===== src/rtl/byte_word_packer_if.sv =====
// Byte-in / word-out valid/ready bundle for byte_word_packer.
// The packer binds the slave modport; the upstream byte source and the word sink bind master.
// out_parity exists only when BYTE_PACKER_PARITY_EN is defined.
interface byte_word_packer_if #(
   parameter int unsigned DATA_W = 8,
   parameter int unsigned LANES  = 4
);
   logic                      in_valid;
   logic                      in_ready;
   logic [DATA_W-1:0]         in_data;
   logic                      in_last;
   logic                      out_valid;
   logic                      out_ready;
   logic [DATA_W*LANES-1:0]   out_data;
   logic [LANES-1:0]          out_keep;
   logic                      out_last;
`ifdef BYTE_PACKER_PARITY_EN
   logic [LANES-1:0]          out_parity;

   modport slave (
      input  in_valid, in_data, in_last, out_ready,
      output in_ready, out_valid, out_data, out_keep, out_last, out_parity
   );

   modport master (
      output in_valid, in_data, in_last, out_ready,
      input  in_ready, out_valid, out_data, out_keep, out_last, out_parity
   );
`else
   modport slave (
      input  in_valid, in_data, in_last, out_ready,
      output in_ready, out_valid, out_data, out_keep, out_last
   );

   modport master (
      output in_valid, in_data, in_last, out_ready,
      input  in_ready, out_valid, out_data, out_keep, out_last
   );
`endif
endinterface


===== src/rtl/byte_word_packer.sv =====
// byte_word_packer: packs LANES bytes (lane 0 first) into one word over valid/ready.
// An in_last byte flushes a partial word with a thermometer keep mask; unfilled lanes read 0.
// Optional feature macro: BYTE_PACKER_PARITY_EN adds out_parity (even parity per kept lane).
// Reset is synchronous, active-low (resetn), and overrides any handshake in the same cycle.
module byte_word_packer #(
   parameter int unsigned DATA_W = 8,
   parameter int unsigned LANES  = 4
) (
   input logic               clk,
   input logic               resetn,
   byte_word_packer_if.slave bus
);
   localparam int unsigned CntW  = (LANES > 1) ? $clog2(LANES) : 1;
   localparam int unsigned WordW = DATA_W * LANES;

   localparam logic [0:0] StFill = 1'b0;
   localparam logic [0:0] StHold = 1'b1;

   logic [0:0]       state_q, state_d;
   logic [CntW-1:0]  cnt_q, cnt_d;
   logic [WordW-1:0] data_q, data_d;
   logic [LANES-1:0] keep_q, keep_d;
   logic             last_q, last_d;
   logic             valid_q, valid_d;
   logic             in_xfer, out_xfer;
   logic             cnt_full;

   // in_ready depends combinationally on out_ready only
   assign bus.in_ready  = !valid_q | bus.out_ready;
   assign in_xfer       = bus.in_valid & bus.in_ready;
   assign out_xfer      = valid_q & bus.out_ready;
   assign cnt_full      = (cnt_q == CntW'(LANES - 1));

   assign bus.out_valid = valid_q;
   assign bus.out_data  = data_q;
   assign bus.out_keep  = keep_q;
   assign bus.out_last  = last_q;

   // Next-state: fill lanes in order, complete on last lane or in_last, restart on handoff
   always_comb begin
      state_d = state_q;
      cnt_d   = cnt_q;
      data_d  = data_q;
      keep_d  = keep_q;
      last_d  = last_q;
      valid_d = valid_q;
      unique case (state_q)
         StFill: begin
            if (in_xfer) begin
               for (int unsigned k = 0; k < LANES; k++) begin
                  if (cnt_q == CntW'(k)) begin
                     data_d[k*DATA_W +: DATA_W] = bus.in_data;
                     keep_d[k]                  = 1'b1;
                  end
               end
               if (cnt_full || bus.in_last) begin
                  state_d = StHold;
                  valid_d = 1'b1;
                  last_d  = bus.in_last;
                  cnt_d   = '0;
               end else begin
                  cnt_d = cnt_q + CntW'(1);
               end
            end
         end
         StHold: begin
            if (out_xfer) begin
               data_d = '0;
               keep_d = '0;
               last_d = 1'b0;
               if (in_xfer) begin
                  // Word handed off and a new byte arrives together: it opens a fresh word
                  data_d[DATA_W-1:0] = bus.in_data;
                  keep_d[0]          = 1'b1;
                  if (bus.in_last) begin
                     state_d = StHold;
                     valid_d = 1'b1;
                     last_d  = 1'b1;
                     cnt_d   = '0;
                  end else begin
                     state_d = StFill;
                     valid_d = 1'b0;
                     cnt_d   = CntW'(1);
                  end
               end else begin
                  state_d = StFill;
                  valid_d = 1'b0;
                  cnt_d   = '0;
               end
            end
         end
         default: begin
            state_d = StFill;
         end
      endcase
   end

   // State registers with synchronous active-low reset
   always_ff @(posedge clk) begin
      if (!resetn) begin
         state_q <= StFill;
         cnt_q   <= '0;
         data_q  <= '0;
         keep_q  <= '0;
         last_q  <= 1'b0;
         valid_q <= 1'b0;
      end else begin
         state_q <= state_d;
         cnt_q   <= cnt_d;
         data_q  <= data_d;
         keep_q  <= keep_d;
         last_q  <= last_d;
         valid_q <= valid_d;
      end
   end

`ifdef BYTE_PACKER_PARITY_EN
   logic [LANES-1:0] parity_q, parity_d;

   // Parity follows next-state data so it registers alongside out_data and holds with it
   always_comb begin
      parity_d = '0;
      for (int unsigned k = 0; k < LANES; k++) begin
         parity_d[k] = keep_d[k] & (^data_d[k*DATA_W +: DATA_W]);
      end
   end

   // Parity register, cleared on reset
   always_ff @(posedge clk) begin
      if (!resetn) begin
         parity_q <= '0;
      end else begin
         parity_q <= parity_d;
      end
   end

   assign bus.out_parity = parity_q;
`endif

endmodule


===== src/flat_wrapper.sv =====
// flat-port wrapper written by rule: the top's interface ports become plain ports
module byte_word_packer_flat 
#(
   parameter int unsigned DATA_W = 8,
   parameter int unsigned LANES  = 4
)
  (clk, resetn, bus_in_valid, bus_in_data, bus_in_last, bus_out_ready, bus_in_ready, bus_out_valid, bus_out_data, bus_out_keep, bus_out_last);
  byte_word_packer_if #(.DATA_W(DATA_W), .LANES(LANES)) bus_i ();
  input logic clk;
  input logic resetn;
  input wire logic [$bits(bus_i.in_valid)-1:0] bus_in_valid;
  input wire logic [$bits(bus_i.in_data)-1:0] bus_in_data;
  input wire logic [$bits(bus_i.in_last)-1:0] bus_in_last;
  input wire logic [$bits(bus_i.out_ready)-1:0] bus_out_ready;
  output wire logic [$bits(bus_i.in_ready)-1:0] bus_in_ready;
  output wire logic [$bits(bus_i.out_valid)-1:0] bus_out_valid;
  output wire logic [$bits(bus_i.out_data)-1:0] bus_out_data;
  output wire logic [$bits(bus_i.out_keep)-1:0] bus_out_keep;
  output wire logic [$bits(bus_i.out_last)-1:0] bus_out_last;
  assign bus_i.in_valid = bus_in_valid;
  assign bus_i.in_data = bus_in_data;
  assign bus_i.in_last = bus_in_last;
  assign bus_i.out_ready = bus_out_ready;
  assign bus_in_ready = bus_i.in_ready;
  assign bus_out_valid = bus_i.out_valid;
  assign bus_out_data = bus_i.out_data;
  assign bus_out_keep = bus_i.out_keep;
  assign bus_out_last = bus_i.out_last;
  byte_word_packer #(.DATA_W(DATA_W), .LANES(LANES)) u_core (.clk(clk), .resetn(resetn), .bus(bus_i));
endmodule

===== config.mk =====
export PLATFORM = sky130hd
export DESIGN_NAME = byte_word_packer_flat
export DESIGN_NICKNAME = d
export VERILOG_FILES = /design/src/rtl/byte_word_packer_if.sv /design/src/rtl/byte_word_packer.sv /design/src/flat_wrapper.sv
export SDC_FILE = /design/constraint.sdc
export NUM_CORES = 1
export LEC_CHECK = 0
export BUFFER_PORTS_ARGS = -buffer_cell sky130_fd_sc_hd__buf_2
export CAP_MARGIN = 10
export CORE_ASPECT_RATIO = 0.9
export CORE_UTILIZATION = 40
export CTS_BUF_LIST = sky130_fd_sc_hd__clkbuf_2
export DETAILED_ROUTE_END_ITERATION = 7
export RECOVER_POWER = 25
export SLEW_MARGIN = 20
export SYNTH_ARGS = -nofsm -noshare
export SYNTH_HDL_FRONTEND = slang
export SYNTH_SLANG_ARGS = --single-unit
export TNS_END_PERCENT = 50

===== constraint.sdc =====
create_clock -name clk -period 2.49 [get_ports clk]
set_clock_uncertainty 0.2 [all_clocks]
set_input_delay 0.3735 -clock clk [delete_from_list [all_inputs] [get_ports clk]]
set_output_delay 0.3735 -clock clk [all_outputs]
set_load 0.02 [all_outputs]

==> metrics.sh, run 1 <==
CLOCK_LATENCY_NS=0.37
SYNTH-ADDER-AREA-SHARE_PCT=2.778
DIE_W_UM=72.75
FINAL_CELL_MIX='41 x sky130_fd_sc_hd__dfxtp_1, 31 x sky130_fd_sc_hd__buf_2, 20 x sky130_fd_sc_hd__clkbuf_1, 16 x sky130_fd_sc_hd__a22o_1, 15 x sky130_fd_sc_hd__nand2_1'
CRITICAL_PATH_ENDPOINT_CATEGORY='output port'
INITIAL_UTILIZATION_PCT=43.06
WORSTPATHARRIVAL_NS=1.74
SYN-CELL-AREA_UM2=1802
MUXSHAREOFSYNTHAREA_PCT=5.000
FINAL_CRITICAL_PATH_REQUIRED_PERIOD_NS=2.315
GLOBALPLACE.CONGESTION=0.7943
TIMING.CRITICAL_PATH.SLOWEST_CELL_DELAY_NS=0.58
MIN-DELAY-START='bus_in_data[6]'
FINAL.PERIOD_UTILIZATION_PCT=92.95
FMAX_MHz=432.1
AREA.GROWTH.SYNTH_TO_FINAL_PCT=19.86
CRITICAL_PATH_REQUIRED_NS=1.92
SETUP-TNS-FINAL_NS=0
FINAL_DESIGN_AREA_NO_FILL_UM2=2160
SLEW_VIOL_FINAL=0
FIN_NETS=248
SYNTHDOMINANTAREACELLTYPE='sky130_fd_sc_hd__dfxtp_1'
DIE_H_UM=65.67
CTS-BUFFERS-INSERTED=5
WORST_R2R_STARTPOINT='u_core.state_q$_SDFF_PN0_'
CLK_PATH_BUF_DEPTH=2
STANDARD_CELL_AREA_AFTER_DETAILED_PLACEMENT_UM2=2108
POST_LAYOUT_NONFILLER_INSTANCES=292
NET_SWITCHING_POWER_uW=402.7
CTS.HTREE.LEVELS=2
GRT_FIRST_PASS_WIRELENGTH_MM=7.265
PATH_CLK_SLEW_NS=0.22
CRIT_PATH_START_KIND='flip-flop'
HOLD_VIOLATIONS=0
SYNTH-COMPOUND-AREA-SHARE_PCT=24.58
P_TOTAL_uW=1355
CP-STARTPOINT='u_core.bus.out_valid$_SDFFE_PN0P_'
GRT_UTIL_ALL_LAYERS_PCT=20.29
COMBINATIONAL_FAMILY_WITH_THE_MOST_AREA_AFTER_SYNTHESIS='compound AO/OA/AOI/OAI gates'
GLOBAL_ROUTE.PEAK_USAGE_LAYER='met2'
NUMPORTBUFFERS=51
GLOBALROUTEOVERFLOWTOTAL=0
POSTSYNTHREGISTERBITS=41
MOST_COMMON_CELL_AFTER_LAYOUT_FILL_AND_TAPS_ASIDE='sky130_fd_sc_hd__dfxtp_1'
MAX_CAP_VIOL_COUNT=0
CTS_ROOT_BUFFER='sky130_fd_sc_hd__clkbuf_2'
COMBPWRFRAC_PCT=18.8
SETUP_REPAIR_AFTER_GLOBAL_ROUTING_MISSED_ITS_MARGIN='no'
TOTALWIRELENGTH_MM=4.607
SYNTHDOMINANTCELLAREASHARE_PCT=45.56
LEAKAGE_POWER_uW=0.0008720
VIAS=1573
SLOWEST_STAGE='sky130_fd_sc_hd__dfxtp_1'
KIND_OF_PATH_BEHIND_THE_TIGHTEST_HOLD_CHECK='input port to flip-flop'
STATUS='finished, final reports clean'
PLACEMENTROWS=22
YOSYS-TOP-CELLS-AREA='sky130_fd_sc_hd__dfxtp_1 46%, sky130_fd_sc_hd__a22o_1 7.8%, sky130_fd_sc_hd__mux2i_1 5.0%'
SYNTH_XOR_XNOR_AREA_SHARE_PCT=0
DRC=0
CP.BUFFERS_INVERTERS=2
SEQ_POWER_SHARE_PCT=53.2
PIN_COUNT=52
TIGHTESTPINTRANSITION_NS=0.5553
CELLPOWERDENSITY_nW_PER_UM2=627.6
CLOCKPOWERSHARE_PCT=28.0
YOSYSWARNINGS=0
HPWLAFTERDP_MM=3.306
CORE-AREA_UM2=4184
CTS_SINKS=41
WORST-SETUP-PATH-TYPE='flip-flop to output port'
SYNTH_CELL_TYPES=38
CRIT_PATH_LEADING_DELAY_FAMILY='flip-flops'
DRTPASS1ITERATIONS=4
LAYOUT-DRIVE-GT1-SHARE_PCT=23.28
DRT-VIAS-PER-INSTANCE=5.387
GROUTE.LAYER.MET1.USAGE_PCT=26.76
POWER.SHARE.SWITCHING_PCT=29.71
SETUP_VIOLATIONS=0
REG2REG_SLACK_NS=0.58
VDD_DROP_MAX_uV=357.2
YOSYSSEQAREASHARE_PCT=45.56
GRT_ANTENNA_BEFORE_REPAIR=0
USE_MET3_PCT=3.834
CELL_INTERNAL_PWR_uW=952.7
SYN_AREA_CELL_UM2=10.18
GRTUSAGEMET2_PCT=33.29
DIE-AREA_UM2=4777
MAX-SLEW-MARGIN-REL_PCT=62.86
HOLD_SLACK_NS=0.05714
CRITICAL_PATH_PEAK_FANOUT=13
DRT.ANTENNA.VIOLATING_NETS=0
PIN_COUNT_OF_THE_BIGGEST_NET_ENTERING_GLOBAL_ROUTING=21
CTS_TREE='built'
CTS_POST_SETUP_BUFFERS_INSERTED=0
WIRE_PER_INST_UM=15.78
PATH_CELLS='nor2b_2, clkinv_1, buf_2'
FIRST_ITER_VIOLATIONS=53
SYNTH_FP_NETS=194
VIA_COUNT_OF_THE_FIRST_GLOBAL_ROUTING_PASS=1468
POST_SYNTH_AND_OR_NAND_NOR_AREA_FRACTION_PCT=16.81
ANTENNA_CELLS_INSERTED=0
POST_SYNTH_INST_COUNT=177
PLACED_CELLS=283
-- layer usage --
layer	up-vias	share of wire, %
met5	-	0
met4	0	0.78
met3	5	5.2
met2	38	47
met1	762	47
li1	768	-
-- worst register-to-register path, cell delays in order, from the launching register on --
cell and delay (ns):
sky130_fd_sc_hd__dfxtp_1 0.70, sky130_fd_sc_hd__nor2b_1 0.24, sky130_fd_sc_hd__buf_4 0.20, sky130_fd_sc_hd__o31a_1 0.35, sky130_fd_sc_hd__a22o_1 0.18
-- logic make-up (layout without fill, tap and decap cells) --
kind of cell | Yosys count | after routing
AND/OR/NAND/NOR | 48 | 48
AO/OA/AOI/OAI | 58 | 58
buffers and inverters | 17 | 72
multiplexers | 9 | 9
flip-flops | 41 | 41
adder cells (fa/ha/maj) | 4 | 4
-- path summary, 6_finish.rpt --
path | endpoint | cells after the start
setup / recovery | bus_in_ready | 3
hold / removal | u_core.bus.out_data[22]$_SDFFE_PN0P_ | 2
setup reg to reg | u_core.bus.out_data[13]$_SDFFE_PN0P_ | 4
hold reg to reg | u_core.bus.out_keep[0]$_SDFFE_PN0P_ | 2
-- synthesized netlist by cell type (all sizes together) --
master and n:
nor3 6, o31ai 5, a21oi 12, o21ba 3
nor2b 2, a32o 3, nor2 1, o31a 2
a2111oi 1, a211o 1, nand3 4, o21ai 6
nand4b 1, a21boi 1, dfxtp 41, o221a 1
nand2 15, clkbuf 2, and3 1, o21a 1
buf 10, a21o 1, nand3b 9, nand4 5
a22o 16, inv 4, o211ai 2, a31oi 1
clkinv 1, a211oi 2, mux2i 9, nand2b 4
ha 4
-- metrics by stage --
stage	util [%]	setup WS [ns]
finish	51.61	0.1755
global route	51.61	0.04283
CTS	51.97	0.1742
detailed placement	50.39	0.6153
global placement	50.39	0.6935
floorplan	-	0.8259
-- area by class of cell --
cell class / instances / area, um2
fill: 427 / 2024
multi-input combinational: 119 / 885.9
sequential: 41 / 820.8
timing repair buffer: 59 / 292.8
tap: 60 / 75.07
clock inverter: 3 / 41.29
clock buffer: 5 / 25.02
inverter: 5 / 18.77
-- power by group through the flow --
stage          sequential [uW]  clock (uW)  combinational, uW
2_1_floorplan              763           0                144
3_5_place_dp               733           0                258
4_1_cts                    720         394                259
3_3_place_gp               731           0                252
5_1_grt                    726         426                276
6_report                   721         379                255
-- registers in the layout (all words and copies together), names as in the netlist --
name / cells
u_core.bus.out_valid: 1
u_core.bus.out_last: 1
u_core.bus.out_data: 32
u_core.bus.out_keep: 4
u_core.cnt_q: 2
u_core.state_q: 1
-- repair_timing --
action,CTS,global route
endpoints found under the hold margin,0,1
hold buffers,0,1
gates resized for setup,0,0
endpoints found under the setup margin,0,0
(Power assumes the default switching activity.)
==> run 2, diff against run 1 <==
--- a/config.mk
+++ b/config.mk
@@ -11,9 +11,9 @@
 export CORE_UTILIZATION = 40
 export CTS_BUF_LIST = sky130_fd_sc_hd__clkbuf_2
 export DETAILED_ROUTE_END_ITERATION = 7
+export PLACE_DENSITY = 0.7
 export RECOVER_POWER = 25
 export SLEW_MARGIN = 20
 export SYNTH_ARGS = -nofsm -noshare
 export SYNTH_HDL_FRONTEND = slang
 export SYNTH_SLANG_ARGS = --single-unit
-export TNS_END_PERCENT = 50
==> metrics.sh, run 2 (synthesis results as in run 1) <==
MAX_CAP_VIOL_COUNT=0  # unchanged
CRITICAL_PATH_PEAK_FANOUT=13  # unchanged
FINAL.PERIOD_UTILIZATION_PCT=88.42  # was 92.95%
LAYOUT-DRIVE-GT1-SHARE_PCT=22.91  # was 23.28%
CELL_INTERNAL_PWR_uW=843.3  # was 952.7 uW
CTS-BUFFERS-INSERTED=5  # unchanged
GRT_FIRST_PASS_WIRELENGTH_MM=6.610  # was 7.265 mm
ROUTE.TOP_LAYER_USED='met4'  # unchanged
VIAS=1498  # was 1,573
REG2REG_SLACK_NS=0.62  # was 0.58 ns
CRIT_PATH_START_KIND='flip-flop'  # unchanged
NET_SWITCHING_POWER_uW=391.5  # was 402.7 uW
SETUP_VIOLATIONS=0  # unchanged
VDD_DROP_MAX_uV=296.0  # was 357.2 uV
SEQ_POWER_SHARE_PCT=58.3  # was 53.2%
LEAKAGE_POWER_uW=0.0008464  # was 0.0008720 uW
FINAL_CRITICAL_PATH_REQUIRED_PERIOD_NS=2.202  # was 2.315 ns
FILLERS=411  # was 427
HOLDPATHEND='u_core.bus.out_data[17]$_SDFFE_PN0P_'  # was u_core.bus.out_data[22]$_SDFFE_PN0P_
CTS_TREE='built'  # unchanged
DRT-VIAS-PER-INSTANCE=5.220  # was 5.387
WORSTPATHARRIVAL_NS=1.63  # was 1.74 ns
ANTENNA_CELLS_INSERTED=0  # unchanged
KIND_OF_PATH_BEHIND_THE_TIGHTEST_HOLD_CHECK='input port to flip-flop'  # unchanged
PATH_CLK_SLEW_NS=0.19  # was 0.22 ns
GLOBALPLACE.CONGESTION=0.7539  # was 0.7943
R2R.WORST_PATH.CELLS=4  # unchanged
WIRE_PER_INST_UM=14.66  # was 15.78 um
CELLPOWERDENSITY_nW_PER_UM2=588.1  # was 627.6 nW/um2
SLEW_VIOL_FINAL=0  # unchanged
INITIAL_UTILIZATION_PCT=43.06  # unchanged
FIRST_ITER_VIOLATIONS=52  # was 53
CRIT_PATH_LEADING_DELAY_FAMILY='flip-flops'  # unchanged
P_TOTAL_uW=1235  # was 1355 uW
NUMPORTBUFFERS=51  # unchanged
MET2ROUTEDLENGTH_MM=1.766  # was 2.158 mm
FMAX_MHz=454.2  # was 432.1 MHz
TIGHTESTPINTRANSITION_NS=0.7251  # was 0.5553 ns
CTS_POST_SETUP_BUFFERS_INSERTED=0  # unchanged
FINAL_CELL_MIX='41 x sky130_fd_sc_hd__dfxtp_1, 33 x sky130_fd_sc_hd__buf_2, 18 x sky130_fd_sc_hd__clkbuf_1, 16 x sky130_fd_sc_hd__a22o_1, 15 x sky130_fd_sc_hd__nand2_1'  # was 41 x sky130_fd_sc_hd__dfxtp_1, 31 x sky130_fd_sc_hd__buf_2, 20 x sky130_fd_sc_hd__clkbuf_1, 16 x sky130_fd_sc_hd__a22o_1, 15 x sky130_fd_sc_hd__nand2_1
CTS_ROOT_BUFFER='sky130_fd_sc_hd__clkbuf_2'  # unchanged
ROUTED-WL-MET3_UM=209  # was 240 um
CORE-AREA_UM2=4184  # unchanged
MAX-SLEW-MARGIN-REL_PCT=51.15  # was 62.86%
PIN_COUNT=52  # unchanged
HPWLAFTERDP_MM=3.078  # was 3.306 mm
GLOBALROUTEOVERFLOWTOTAL=0  # unchanged
DRT.ANTENNA.VIOLATING_NETS=0  # unchanged
DIE-AREA_UM2=4777  # unchanged
WL_MET1_MM=2.216  # was 2.171 mm
TOTALWIRELENGTH_MM=4.208  # was 4.607 mm
WORST-SETUP-PATH-TYPE='flip-flop to output port'  # unchanged
MOST_COMMON_CELL_AFTER_LAYOUT_FILL_AND_TAPS_ASIDE='sky130_fd_sc_hd__dfxtp_1'  # unchanged
WORSTREG2REGEND='u_core.cnt_q[0]$_SDFFE_PN0P_'  # was u_core.bus.out_data[13]$_SDFFE_PN0P_
CRITICAL_PATH_ENDPOINT_CATEGORY='output port'  # unchanged
CTS_SINKS=41  # unchanged
CLOCKPOWERSHARE_PCT=21.6  # was 28.0%
HOLD_VIOLATIONS=0  # unchanged
GRT_UTIL_ALL_LAYERS_PCT=18.41  # was 20.29%
CTS-HOLD-FIX-BUFFERS=0  # unchanged
MIN-DELAY-START='bus_in_data[1]'  # was bus_in_data[6]
CLK_PATH_BUF_DEPTH=2  # unchanged
COMBPWRFRAC_PCT=20.1  # was 18.8%
GRT_ANTENNA_BEFORE_REPAIR=0  # unchanged
CLOCK_LATENCY_NS=0.36  # was 0.37 ns
POWER.SHARE.SWITCHING_PCT=31.70  # was 29.71%
DRTPASS1ITERATIONS=5  # was 4
SLOWEST_STAGE='sky130_fd_sc_hd__dfxtp_1'  # unchanged
VIA_COUNT_OF_THE_FIRST_GLOBAL_ROUTING_PASS=1297  # was 1,468
CTS.REPAIR.RESIZED=0  # unchanged
CRITICAL_PATH_REQUIRED_NS=1.92  # about the same
CTS.HTREE.LEVELS=2  # unchanged
PIN_COUNT_OF_THE_BIGGEST_NET_ENTERING_GLOBAL_ROUTING=26  # was 21
AREA.GROWTH.SYNTH_TO_FINAL_PCT=16.53  # was 19.86%
LARGEST_REG_FLOPS=32  # unchanged
WORST_R2R_STARTPOINT='u_core.state_q$_SDFF_PN0_'  # unchanged
FIN_NETS=244  # was 248
TIMING.CRITICAL_PATH.SLOWEST_CELL_DELAY_NS=0.59  # was 0.58 ns
CP.BUFFERS_INVERTERS=2  # unchanged
DIE_W_UM=72.75  # unchanged
DRC=0  # unchanged
PLACEMENTROWS=22  # unchanged
SETUP-TNS-FINAL_NS=0  # unchanged
PATH_CELLS='nor2b_2, clkinv_1, buf_2'  # unchanged
STATUS='finished, final reports clean'  # unchanged
SETUP_REPAIR_AFTER_GLOBAL_ROUTING_MISSED_ITS_MARGIN='no'  # unchanged
DIE_H_UM=65.67  # unchanged
HOLDPATHSTAGES=2  # unchanged
## run 2: changes by cell type in the layout (fill, tap and decap cells not counted)
cell,before,now
sky130_fd_sc_hd__bufinv_16,1,0
sky130_fd_sc_hd__buf_2,31,33
sky130_fd_sc_hd__buf_4,7,4
sky130_fd_sc_hd__dlygate4sd3_1,1,0
sky130_fd_sc_hd__clkbuf_1,20,18
## run 2: metrics by stage
stage                     setup WS [ns]  hold slack (ns)  instance area (um2)  cells  util [%]
after global placement           0.6420           0.2340                 2086    280     49.85
after global routing             0.1450          0.02053                 2100    287     50.18
after CTS                        0.2621          0.04645                 2122    287     50.72
final                            0.2883          0.05894                 2100    287     50.18
after detailed placement         0.6323           0.2366                 2086    280     49.85
after floorplan                  0.8259           0.2677                 1802    177         -
## run 2: worst max-delay path by stage
stage                     cells after the start                              endpoint                              start  slack [ns]
after floorplan                               5   u_core.bus.out_data[1]$_SDFFE_PN0P_  u_core.bus.out_valid$_SDFFE_PN0P_        0.83
after global placement                        4  u_core.bus.out_data[29]$_SDFFE_PN0P_  u_core.bus.out_valid$_SDFFE_PN0P_        0.64
after detailed placement                      4  u_core.bus.out_data[24]$_SDFFE_PN0P_  u_core.bus.out_valid$_SDFFE_PN0P_        0.63
after CTS                                     3                          bus_in_ready  u_core.bus.out_valid$_SDFFE_PN0P_        0.26
after global routing                          3                          bus_in_ready  u_core.bus.out_valid$_SDFFE_PN0P_        0.15
final                                         3                          bus_in_ready  u_core.bus.out_valid$_SDFFE_PN0P_        0.29
## run 2: layout make-up
type	instances	area, um2	area share (%)
repair buffers	55	262.8	12.51
inverters	5	18.77	0.8939
well taps	60	75.07	3.576
flip-flops and latches	41	820.8	39.09
clock buffers	5	25.02	1.192
multi-input cells	119	885.9	42.19
clock inverters	2	11.26	0.5364
## run 2: worst reg2reg max path: stages (launching register included)
cell and delay, ns:
sky130_fd_sc_hd__dfxtp_1 0.55, sky130_fd_sc_hd__nor2b_1 0.50, sky130_fd_sc_hd__buf_4 0.26, sky130_fd_sc_hd__nor3_2 0.07
sky130_fd_sc_hd__o221a_1 0.22
## run 2: routing by layer
metal | up-vias | track usage, %
met5 | - | 0
met4 | 0 | 5.392
met3 | 2 | 5.215
met2 | 44 | 25.47
met1 | 696 | 27.33
li1 | 756 | -
## run 2: power groups by stage
stage	registers (uW)	logic [uW]	clock network [uW]
after floorplan	763	144	0
after CTS	719	252	273
after global placement	732	249	0
after global routing	725	272	298
final	719	249	267
after detailed placement	732	252	0
==> run 3, diff against run 2 <==
--- a/config.mk
+++ b/config.mk
@@ -11,7 +11,7 @@
 export CORE_UTILIZATION = 40
 export CTS_BUF_LIST = sky130_fd_sc_hd__clkbuf_2
 export DETAILED_ROUTE_END_ITERATION = 7
-export PLACE_DENSITY = 0.7
+export PLACE_DENSITY = 0.71
 export RECOVER_POWER = 25
 export SLEW_MARGIN = 20
 export SYNTH_ARGS = -nofsm -noshare
==> metrics.sh, run 3 (synthesis results as in run 1) <==
CORE-AREA_UM2=4184  # unchanged
REG2REG_SLACK_NS=0.60  # was 0.62 ns
FINAL_CELL_MIX='40 x sky130_fd_sc_hd__dfxtp_1, 34 x sky130_fd_sc_hd__buf_2, 17 x sky130_fd_sc_hd__clkbuf_1, 16 x sky130_fd_sc_hd__a22o_1, 15 x sky130_fd_sc_hd__nand2_1'  # was 41 x sky130_fd_sc_hd__dfxtp_1, 33 x sky130_fd_sc_hd__buf_2, 18 x sky130_fd_sc_hd__clkbuf_1, 16 x sky130_fd_sc_hd__a22o_1, 15 x sky130_fd_sc_hd__nand2_1
DRC=0  # unchanged
TIMING.CRITICAL_PATH.SLOWEST_CELL_DELAY_NS=0.49  # was 0.59 ns
AREA.GROWTH.SYNTH_TO_FINAL_PCT=19.37  # was 16.53%
CELLPOWERDENSITY_nW_PER_UM2=637.7  # was 588.1 nW/um2
ROUTED-WL-MET3_UM=238  # was 209 um
WORST-SETUP-PATH-TYPE='flip-flop to output port'  # unchanged
PLACED_CELLS=280  # unchanged
MAX-SLEW-MARGIN-REL_PCT=55.78  # was 51.15%
FINAL_CRITICAL_PATH_REQUIRED_PERIOD_NS=2.273  # was 2.202 ns
MET2ROUTEDLENGTH_MM=1.831  # was 1.766 mm
PATH_CLK_SLEW_NS=0.22  # was 0.19 ns
MULTIINPUTGATEAREA_UM2=889.6  # was 885.9 um2
VIAS=1521  # was 1,498
WORST_SETUP_PATH_ENDPOINT='bus_in_ready'  # unchanged
FILLERS=422  # was 411
SETUP-TNS-FINAL_NS=0  # unchanged
LEAKAGE_POWER_uW=0.0008736  # was 0.0008464 uW
CTS_TREE='built'  # unchanged
SETUP_REPAIR_AFTER_GLOBAL_ROUTING_MISSED_ITS_MARGIN='no'  # unchanged
ROUTE.TOP_LAYER_USED='met4'  # unchanged
CLOCK_LATENCY_NS=0.40  # was 0.36 ns
LARGEST_REG_FLOPS=32  # unchanged
R2R.WORST_PATH.CELLS=4  # unchanged
DIE_H_UM=65.67  # unchanged
NUMPORTBUFFERS=51  # unchanged
CRITICAL_PATH_ENDPOINT_CATEGORY='output port'  # unchanged
DRT-VIAS-PER-INSTANCE=5.263  # was 5.220
VIA_COUNT_OF_THE_FIRST_GLOBAL_ROUTING_PASS=1362  # was 1,297
STATUS='finished, final reports clean'  # unchanged
CRIT_PATH_START_KIND='flip-flop'  # unchanged
TIGHTESTPINTRANSITION_NS=0.6563  # was 0.7251 ns
GLOBALPLACE.CONGESTION=0.7870  # was 0.7539
MAX_CAP_VIOL_COUNT=0  # unchanged
POST_LAYOUT_NONFILLER_INSTANCES=289  # was 287
HOLDPATHSTAGES=2  # unchanged
CTS.HTREE.LEVELS=2  # unchanged
PIN_COUNT_OF_THE_BIGGEST_NET_ENTERING_GLOBAL_ROUTING=29  # was 26
GRT_ANTENNA_BEFORE_REPAIR=0  # unchanged
CTS_ROOT_BUFFER='sky130_fd_sc_hd__clkbuf_2'  # unchanged
WORST_R2R_STARTPOINT='u_core.bus.out_valid$_SDFFE_PN0P_'  # was u_core.state_q$_SDFF_PN0_
DRT.ANTENNA.VIOLATING_NETS=0  # unchanged
WORSTPATHARRIVAL_NS=1.70  # was 1.63 ns
MIN-DELAY-START='bus_in_data[1]'  # unchanged
PIN_COUNT=52  # unchanged
CTS-BUFFERS-INSERTED=5  # unchanged
CRITICAL_PATH_REQUIRED_NS=1.92  # about the same
PATH_CELLS='nor2b_4, clkinv_1, buf_2'  # was nor2b_2, clkinv_1, buf_2
GRT_FIRST_PASS_WIRELENGTH_MM=6.824  # was 6.610 mm
TOTALWIRELENGTH_MM=4.216  # was 4.208 mm
PLACEMENTROWS=22  # unchanged
SETUP_VIOLATIONS=0  # unchanged
HOLD_VIOLATIONS=0  # unchanged
DIE_W_UM=72.75  # unchanged
FINAL.PERIOD_UTILIZATION_PCT=91.27  # was 88.42%
CP-STARTPOINT='u_core.bus.out_valid$_SDFFE_PN0P_'  # unchanged
FIRST_ITER_VIOLATIONS=79  # was 52
FMAX_MHz=440.0  # was 454.2 MHz
WIRE_PER_INST_UM=14.59  # was 14.66 um
HPWLAFTERDP_MM=2.957  # was 3.078 mm
SLOWEST_STAGE='sky130_fd_sc_hd__dfxtp_2'  # was sky130_fd_sc_hd__dfxtp_1
SLEW_VIOL_FINAL=0  # unchanged
GLOBALROUTEOVERFLOWTOTAL=0  # unchanged
MOST_COMMON_CELL_AFTER_LAYOUT_FILL_AND_TAPS_ASIDE='sky130_fd_sc_hd__dfxtp_1'  # unchanged
WORSTREG2REGEND='u_core.bus.out_data[8]$_SDFFE_PN0P_'  # was u_core.cnt_q[0]$_SDFFE_PN0P_
WL_MET1_MM=2.095  # was 2.216 mm
GRT_UTIL_ALL_LAYERS_PCT=18.78  # was 18.41%
KIND_OF_PATH_BEHIND_THE_TIGHTEST_HOLD_CHECK='input port to flip-flop'  # unchanged
DRTPASS1ITERATIONS=4  # was 5
FIN_NETS=245  # was 244
ANTENNA_CELLS_INSERTED=0  # unchanged
AREA.SEQUENTIAL_UM2=822.0  # was 820.8 um2
INITIAL_UTILIZATION_PCT=43.06  # unchanged
CTS_POST_SETUP_BUFFERS_INSERTED=0  # unchanged
LAYOUT-DRIVE-GT1-SHARE_PCT=24.45  # was 22.91%
CLK_PATH_BUF_DEPTH=2  # unchanged
CRITICAL_PATH_PEAK_FANOUT=13  # unchanged
VDD_DROP_MAX_uV=275.4  # was 296.0 uV
DIE-AREA_UM2=4777  # unchanged
CTS_SINKS=41  # unchanged
-- run 3: cell types whose count changed in the layout (fill, tap and decap cells not counted), sizes merged --
cell / previous run / this run
clkbuf: 23 / 22
bufinv: 0 / 1
dlygate4sd3: 0 / 1
buf: 37 / 38
-- run 3: cell type report --
cell class / count / area share, %
clock buffers: 5 / 1.163
clock inverters: 3 / 2.152
inverters: 5 / 0.8726
multi-input cells: 119 / 41.36
flip-flops and latches: 41 / 38.22
well taps: 60 / 3.490
repair buffers: 56 / 12.74
-- run 3: what timing repair did --
item                                   in CTS  in global routing
setup endpoints to repair                   1                  1
endpoints found under the hold margin       0                  1
hold buffers                                0                  1
resized for setup                           1                  1
-- run 3: how the worst min path moves through the flow --
stage                                                      end  slack [ns]
after floorplan                   u_core.cnt_q[1]$_SDFFE_PN0P_        0.27
after global placement     u_core.bus.out_keep[0]$_SDFFE_PN0P_        0.24
after detailed placement   u_core.bus.out_keep[0]$_SDFFE_PN0P_        0.24
after CTS                 u_core.bus.out_data[17]$_SDFFE_PN0P_       0.004
after global routing      u_core.bus.out_data[20]$_SDFFE_PN0P_       0.002
final                     u_core.bus.out_data[17]$_SDFFE_PN0P_        0.03
-- run 3: worst max-delay path, delay by kind of cell, from the launching register on --
| family | cells | cell delay [ns] |
|---|---|---|
| and+or+nand+nor | 1 | 0.31 |
| DFF | 1 | 0.49 |
| buffers and inverters | 2 | 0.49 |
-- run 3: report_power, final --
part | internal (uW) | switching, uW
logic | 91.9 | 160
registers | 693 | 24.6
clock network | 171 | 231
-- run 3: through the flow --
| stage | worst slack (ns) | utilization, % | instance area [um2] | power, uW | hold slack (ns) |
|---|---|---|---|---|---|
| 2_1_floorplan | 0.8259 | - | 1802 | 906.4 | 0.2677 |
| 3_3_place_gp | 0.4659 | 49.85 | 2086 | 982.0 | 0.2398 |
| 3_5_place_dp | 0.3945 | 49.85 | 2086 | 982.6 | 0.2421 |
| 4_1_cts | 0.05912 | 51.67 | 2162 | 1390 | 0.003601 |
| 5_1_grt | 0.08027 | 51.41 | 2151 | 1445 | 0.001580 |
| 6_report | 0.2174 | 51.41 | 2151 | 1372 | 0.02684 |
-- run 3: layer usage --
layer	up-vias	global-route usage, %
li1	768	-
met1	700	26.63
met2	47	26.87
met3	6	4.908
met4	0	7.353
met5	-	0
